`src/rtl/stepper_pkg.sv`:
```
// Shared definitions for the stepper motor controller: FSM states,
// control-word field positions and status-word bit positions.
package stepper_pkg;

    typedef enum logic [2:0] {
        IDLE,
        SETUP,
        STEP_HI,
        STEP_LO,
        DONE
    } state_t;

    localparam int CW_EN        = 31;
    localparam int CW_DIR       = 30;
    localparam int CW_PERIOD_HI = 29;
    localparam int CW_PERIOD_LO = 20;
    localparam int CW_COUNT_HI  = 19;
    localparam int CW_COUNT_LO  = 0;

    localparam int ST_BUSY     = 31;
    localparam int ST_DONE     = 30;
    localparam int ST_ABORTED  = 29;
    localparam int ST_STEPS_HI = 19;
    localparam int ST_STEPS_LO = 0;

    // Low-phase length: the period is clamped so the low time is never
    // shorter than the high pulse.
    function automatic logic [31:0] low_ticks(input logic [9:0] period, input int pulse_ticks);
        logic [31:0] req_period;
        logic [31:0] min_period;
        req_period = {22'd0, period};
        min_period = 32'(2 * pulse_ticks);
        return ((req_period > min_period) ? req_period : min_period) - 32'(pulse_ticks);
    endfunction

endpackage

```
`src/rtl/stepper_tick_gen.sv`:
```
// Timing-tick prescaler: one-cycle tick every PRESCALE clocks while running.
module stepper_tick_gen #(
    parameter int PRESCALE = 50
) (
    input  logic clk,
    input  logic reset,
    input  logic run,
    input  logic clear,
    output logic tick
);

    localparam int CW = (PRESCALE > 1) ? $clog2(PRESCALE) : 1;
    localparam logic [CW-1:0] LAST = CW'(PRESCALE - 1);

    logic [CW-1:0] count;

    always_ff @(posedge clk or posedge reset) begin
        if (reset) begin
            count <= '0;
        end else if (clear) begin
            count <= '0;
        end else if (run) begin
            count <= (count == LAST) ? '0 : count + 1'b1;
        end
    end

    assign tick = run && !clear && (count == LAST);

endmodule

```
`src/rtl/stepper_controller.sv`:
```
// Stepper motor controller: turns a memory-mapped command word into a
// timed step/dir/enable sequence and reports progress via a status word.
module stepper_controller
    import stepper_pkg::*;
#(
    parameter int PRESCALE    = 50,
    parameter int SETUP_TICKS = 2,
    parameter int PULSE_TICKS = 5
) (
    input  logic        clk,
    input  logic        reset,
    input  logic [31:0] ctrl_word,
    output logic        step,
    output logic        dir,
    output logic        motor_en,
    output logic        busy,
    output logic [31:0] status_data,
    output logic        status_wEn
);

    state_t      state;
    logic [31:0] last_cmd;
    logic [19:0] steps;
    logic [31:0] tick_count;
    logic        done;
    logic        aborted;
    logic        tick;
    logic        accept;
    logic [19:0] cmd_count;
    logic [31:0] lo_len;

    assign busy      = (state != IDLE) && (state != DONE);
    assign accept    = !busy && ctrl_word[CW_EN] && (ctrl_word != last_cmd);
    assign cmd_count = last_cmd[CW_COUNT_HI:CW_COUNT_LO];
    assign lo_len    = low_ticks(last_cmd[CW_PERIOD_HI:CW_PERIOD_LO], PULSE_TICKS);

    stepper_tick_gen #(
        .PRESCALE(PRESCALE)
    ) u_tick_gen (
        .clk  (clk),
        .reset(reset),
        .run  (busy),
        .clear(accept),
        .tick (tick)
    );

    always_comb begin
        status_data = '0;
        status_data[ST_BUSY]    = busy;
        status_data[ST_DONE]    = done;
        status_data[ST_ABORTED] = aborted;
        status_data[ST_STEPS_HI:ST_STEPS_LO] = steps;
    end

    // Clearing EN aborts any run and outranks a step or run completing on
    // the same edge, so only one status write is ever issued per cycle.
    always_ff @(posedge clk or posedge reset) begin
        if (reset) begin
            state      <= IDLE;
            step       <= 1'b0;
            dir        <= 1'b0;
            motor_en   <= 1'b0;
            status_wEn <= 1'b0;
            last_cmd   <= '0;
            steps      <= '0;
            tick_count <= '0;
            done       <= 1'b0;
            aborted    <= 1'b0;
        end else begin
            status_wEn <= 1'b0;
            if (!ctrl_word[CW_EN]) begin
                last_cmd <= ctrl_word;
            end
            if (accept) begin
                last_cmd   <= ctrl_word;
                steps      <= '0;
                aborted    <= 1'b0;
                done       <= 1'b0;
                tick_count <= '0;
                dir        <= ctrl_word[CW_DIR];
                motor_en   <= 1'b1;
                state      <= SETUP;
            end else if (busy && !ctrl_word[CW_EN]) begin
                step       <= 1'b0;
                aborted    <= 1'b1;
                motor_en   <= 1'b0;
                status_wEn <= 1'b1;
                state      <= IDLE;
            end else if (busy && tick) begin
                tick_count <= tick_count + 1;
                case (state)
                    SETUP: begin
                        if (tick_count + 1 >= 32'(SETUP_TICKS)) begin
                            tick_count <= '0;
                            if (cmd_count == '0) begin
                                done       <= 1'b1;
                                motor_en   <= 1'b0;
                                status_wEn <= 1'b1;
                                state      <= DONE;
                            end else begin
                                step  <= 1'b1;
                                state <= STEP_HI;
                            end
                        end
                    end
                    STEP_HI: begin
                        if (tick_count + 1 >= 32'(PULSE_TICKS)) begin
                            tick_count <= '0;
                            step       <= 1'b0;
                            steps      <= steps + 20'd1;
                            status_wEn <= 1'b1;
                            state      <= STEP_LO;
                        end
                    end
                    STEP_LO: begin
                        if (tick_count + 1 >= lo_len) begin
                            tick_count <= '0;
                            if (steps == cmd_count) begin
                                done       <= 1'b1;
                                motor_en   <= 1'b0;
                                status_wEn <= 1'b1;
                                state      <= DONE;
                            end else begin
                                step  <= 1'b1;
                                state <= STEP_HI;
                            end
                        end
                    end
                    default: ;
                endcase
            end
        end
    end

endmodule

```
`config.mk`:
```
export PLATFORM = sky130hd
export DESIGN_NAME = stepper_controller
export DESIGN_NICKNAME = d
export VERILOG_FILES = /design/src/rtl/stepper_pkg.sv /design/src/rtl/stepper_tick_gen.sv /design/src/rtl/stepper_controller.sv
export SDC_FILE = /design/constraint.sdc
export NUM_CORES = 1
export LEC_CHECK = 0
export CORE_MARGIN = 5
export CORE_UTILIZATION = 30
export DETAILED_ROUTE_END_ITERATION = 7
export PLACE_DENSITY_LB_ADDON = 0.1
export REMOVE_ABC_BUFFERS = 1
export SYNTH_ARGS = -nofsm -noshare
export SYNTH_HDL_FRONTEND = slang
export SYNTH_HIERARCHICAL = 1
export SYNTH_SLANG_ARGS = --single-unit
```
`constraint.sdc`:
```
create_clock -name clk -period 8.2 [get_ports clk]
set_input_delay 1.23 -clock clk [delete_from_list [all_inputs] [get_ports clk]]
set_output_delay 1.23 -clock clk [all_outputs]
set_load 0.1 [all_outputs]
```
==> flow_metrics.tcl <==
set metrics [dict create \
    cts-root-buf "clkbuf_16" \
    synth_area_mm2 0.00728 \
    post-place-ws_ps 2510 \
    maxSlewHeadroom 0.263 \
    wire_per_inst_um 17.8 \
    gp_congestion 0.799 \
    antenna_found_initial 0 \
    fin_nets 940 \
    fin_crit_sh 0.689 \
    wirelength_um 21300 \
    crit_arrival_ps 5840 \
    grt_max_degree 70 \
    die_w_um 166 \
    finalSetupViolations 0 \
    critPathMaxStageDelay_ps 800 \
    synth_flop_cell "dfrtp_1" \
    crit_required_ps 8400 \
    reg2reg_from "last_cmd[25]" \
    r2r-end "tick_count[6]" \
    hold_class "reg2reg" \
    die-area_mm2 0.0275 \
    row_count 57 \
    port_buffers 61 \
    ant_nets 0 \
    synth.distinct_cells 62 \
    final_cell_mix "dfrtp_1, nand2_1, xor2_1" \
    synth_cells 814 \
    path_clk_slew_ps 80 \
    worstHoldEndpoint "aborted" \
    cts_sinks 99 \
    cts_hold_buf 0 \
    synthToLayoutAreaGrowth_pct 16.7 \
    maxClockFrequency_mhz 177 \
    reg2regPathDepth 19 \
    avgSynthCellArea_um2 8.94 \
    vias_per_cell 5.13 \
    h-tree-depth 3 \
    drcViolationCount 0 \
    pwr_density_cell_mw_per_mm2 152 \
    overflow 0 \
    core_mm2 0.0241 \
    crit_slowest_cell "nor2_1" \
    crit_type "reg2reg" \
    clock_path_buffers 2 \
    hpwl_um 15400 \
    vias 6132 \
    numCtsBuffers 9 \
    ys_seq_area_frac 0.340 \
    ff2ff_setup_slack_ps 2550 \
    synthArstFlopShare 1.00 \
    grt_setup_unrepaired "no" \
    peakVddDrop_mv 0.0931 \
    tns_ps 0 \
    synth.yosys.warnings 6 \
    cts_setup_buffers 0 \
    post_cts.resized_instances 0 \
    grt_pass1_vias 6074 \
    cts_tree "done" \
    skew_ps 13.2 \
    final_hold_viol_count 0 \
    end_kind "flip-flop" \
    min_from "aborted" \
    crit_path_start_kind "flip-flop" \
    drv_slew 0 \
    boundaryPins 71 \
    max_cap_violations 0 \
    grt_pass1_wl_um 34400 \
    mostFrequentLayoutCell "dfrtp_1" \
    layout-drive-gt1-share 0.0906 \
    fill_cells 2582 \
    insertion_delay_ps 360 \
    status "finished clean" \
    min_period_ps 5650 \
    path_max_fanout 24 \
    setup_ws_ps 2550 \
    die_h_um 166 \
    ys_ff_latch 99 \
    path_cells "or4_1 -> nor3_1 -> nand2_1 -> nand2_1 -> ha_1 -> nor2b_1 -> or4_1 -> nor4_1 -> xnor2_1 -> ha_1 -> and4_1 -> a221o_1 -> a31oi_1 -> o21ai_0 -> a311oi_1 -> a41o_1 -> buf_4 -> nor2_1 -> o21ai_0" \
    synth_edf_count 0 \
    track_usage 0.154 \
    start_util 0.302 \
    hold_path_depth 2 \
    firstDrtPassIters 5 \
    worstMarginPinSlew_ps 1100 \
    antenna_cells 0 \
    leakage_nw 3.66 \
    drt_iter0_markers 326 \
]
[power breakdown]
| group | internal (mW) | switching, mW | leakage [nW] |
|---|---|---|---|
| logic | 0.0978 | 0.176 | 2.21 |
| clock network | 0.218 | 0.232 | 0.146 |
| registers | 0.517 | 0.0472 | 1.30 |
[worst max-delay path by stage]
stage | from | to | slack, ps | depth (start not counted)
finish | last_cmd[25] | tick_count[6] | 2550 | 19
CTS | last_cmd[25] | tick_count[30] | 2500 | 19
global placement | last_cmd[25] | tick_count[25] | 2630 | 19
floorplan | ctrl_word[16] | steps[18] | 2690 | 11
global route | last_cmd[25] | tick_count[6] | 2110 | 19
detailed placement | last_cmd[25] | tick_count[25] | 2510 | 19
[registers in the layout (all words and copies together), names as in the netlist]
register	cells
tick_count	32
step	1
done	1
state	3
status_wEn	1
aborted	1
u_tick_gen/count	6
motor_en	1
last_cmd	32
steps	20
dir	1
[metal layers]
layer / global-route usage / up-vias / wire length (um)
li1: - / 3044 / -
met1: 0.213 / 2956 / 10300
met2: 0.250 / 116 / 9960
met3: 0.0238 / 16 / 739
met4: 0.0416 / 0 / 297
met5: 0 / - / 0
[synthesized netlist by cell type, types with 6 or more instances]
| cell | n | share of area |
|---|---|---|
| nand4_1 | 22 | 0.019 |
| mux2_2 | 31 | 0.048 |
| a21o_1 | 14 | 0.014 |
| o21ai_0 | 35 | 0.024 |
| clkbuf_1 | 34 | 0.018 |
| dfrtp_1 | 99 | 0.34 |
| ha_1 | 39 | 0.067 |
| xnor2_1 | 22 | 0.026 |
| nand3_1 | 35 | 0.024 |
| a31oi_1 | 7 | 0.0060 |
| xor2_1 | 62 | 0.075 |
| nor2_1 | 38 | 0.020 |
| mux2i_1 | 7 | 0.0096 |
| and3_1 | 16 | 0.014 |
| nand2b_1 | 9 | 0.0077 |
| o41ai_1 | 8 | 0.0096 |
| a21oi_1 | 27 | 0.019 |
| o221ai_1 | 10 | 0.012 |
| or4_1 | 6 | 0.0062 |
| and2_1 | 8 | 0.0069 |
| nor3_1 | 21 | 0.014 |
| and4_1 | 12 | 0.014 |
| or2_2 | 8 | 0.0069 |
| nand2_1 | 80 | 0.041 |
| o31ai_1 | 9 | 0.0093 |
| o311ai_0 | 6 | 0.0072 |
| inv_1 | 26 | 0.013 |
| o211ai_1 | 13 | 0.013 |
| nor2b_1 | 10 | 0.0086 |
| buf_4 | 12 | 0.012 |
| nor4_1 | 28 | 0.024 |
[critical path, delay by kind of cell, from the launching register on]
family | cells | cell delay (ps)
buffers and inverters | 1 | 230
AOI/OAI and AO/OA | 6 | 1240
DFF | 1 | 460
and+or+nand+nor | 9 | 2990
adders and majority gates | 2 | 450
xor gates and xnor gates | 1 | 110
[per-stage QoR]
stage	utilization	hold WS, ps	std cells	total power [mW]	instance area [um2]
after floorplan	-	455	784	0.750	7080
after global placement	0.340	478	1180	0.854	8180
after detailed placement	0.340	474	1180	0.853	8180
after CTS	0.352	502	1196	1.31	8490
after global routing	0.352	523	1196	1.35	8490
final	0.352	498	1196	1.29	8490
[area by class of cell]
type,instances,area [um2],area share
Clock buffer,9,225,0.0265
Inverter,26,100,0.0118
Sequential cell,99,2480,0.292
Timing Repair Buffer,72,693,0.0816
Tap cell,324,405,0.0477
Clock inverter,7,85.1,0.0100
Multi-Input combinational cell,659,4510,0.531
[cells by family after synthesis]
family,after synthesis,synth area share
flops,99,0.340
fa+ha+maj,39,0.0671
compound gates,155,0.146
buf+inv,85,0.0550
simple gates,311,0.229
xor+xnor,85,0.103
other cells,2,0.00103
mux,38,0.0576
(Power assumes the default switching activity.)
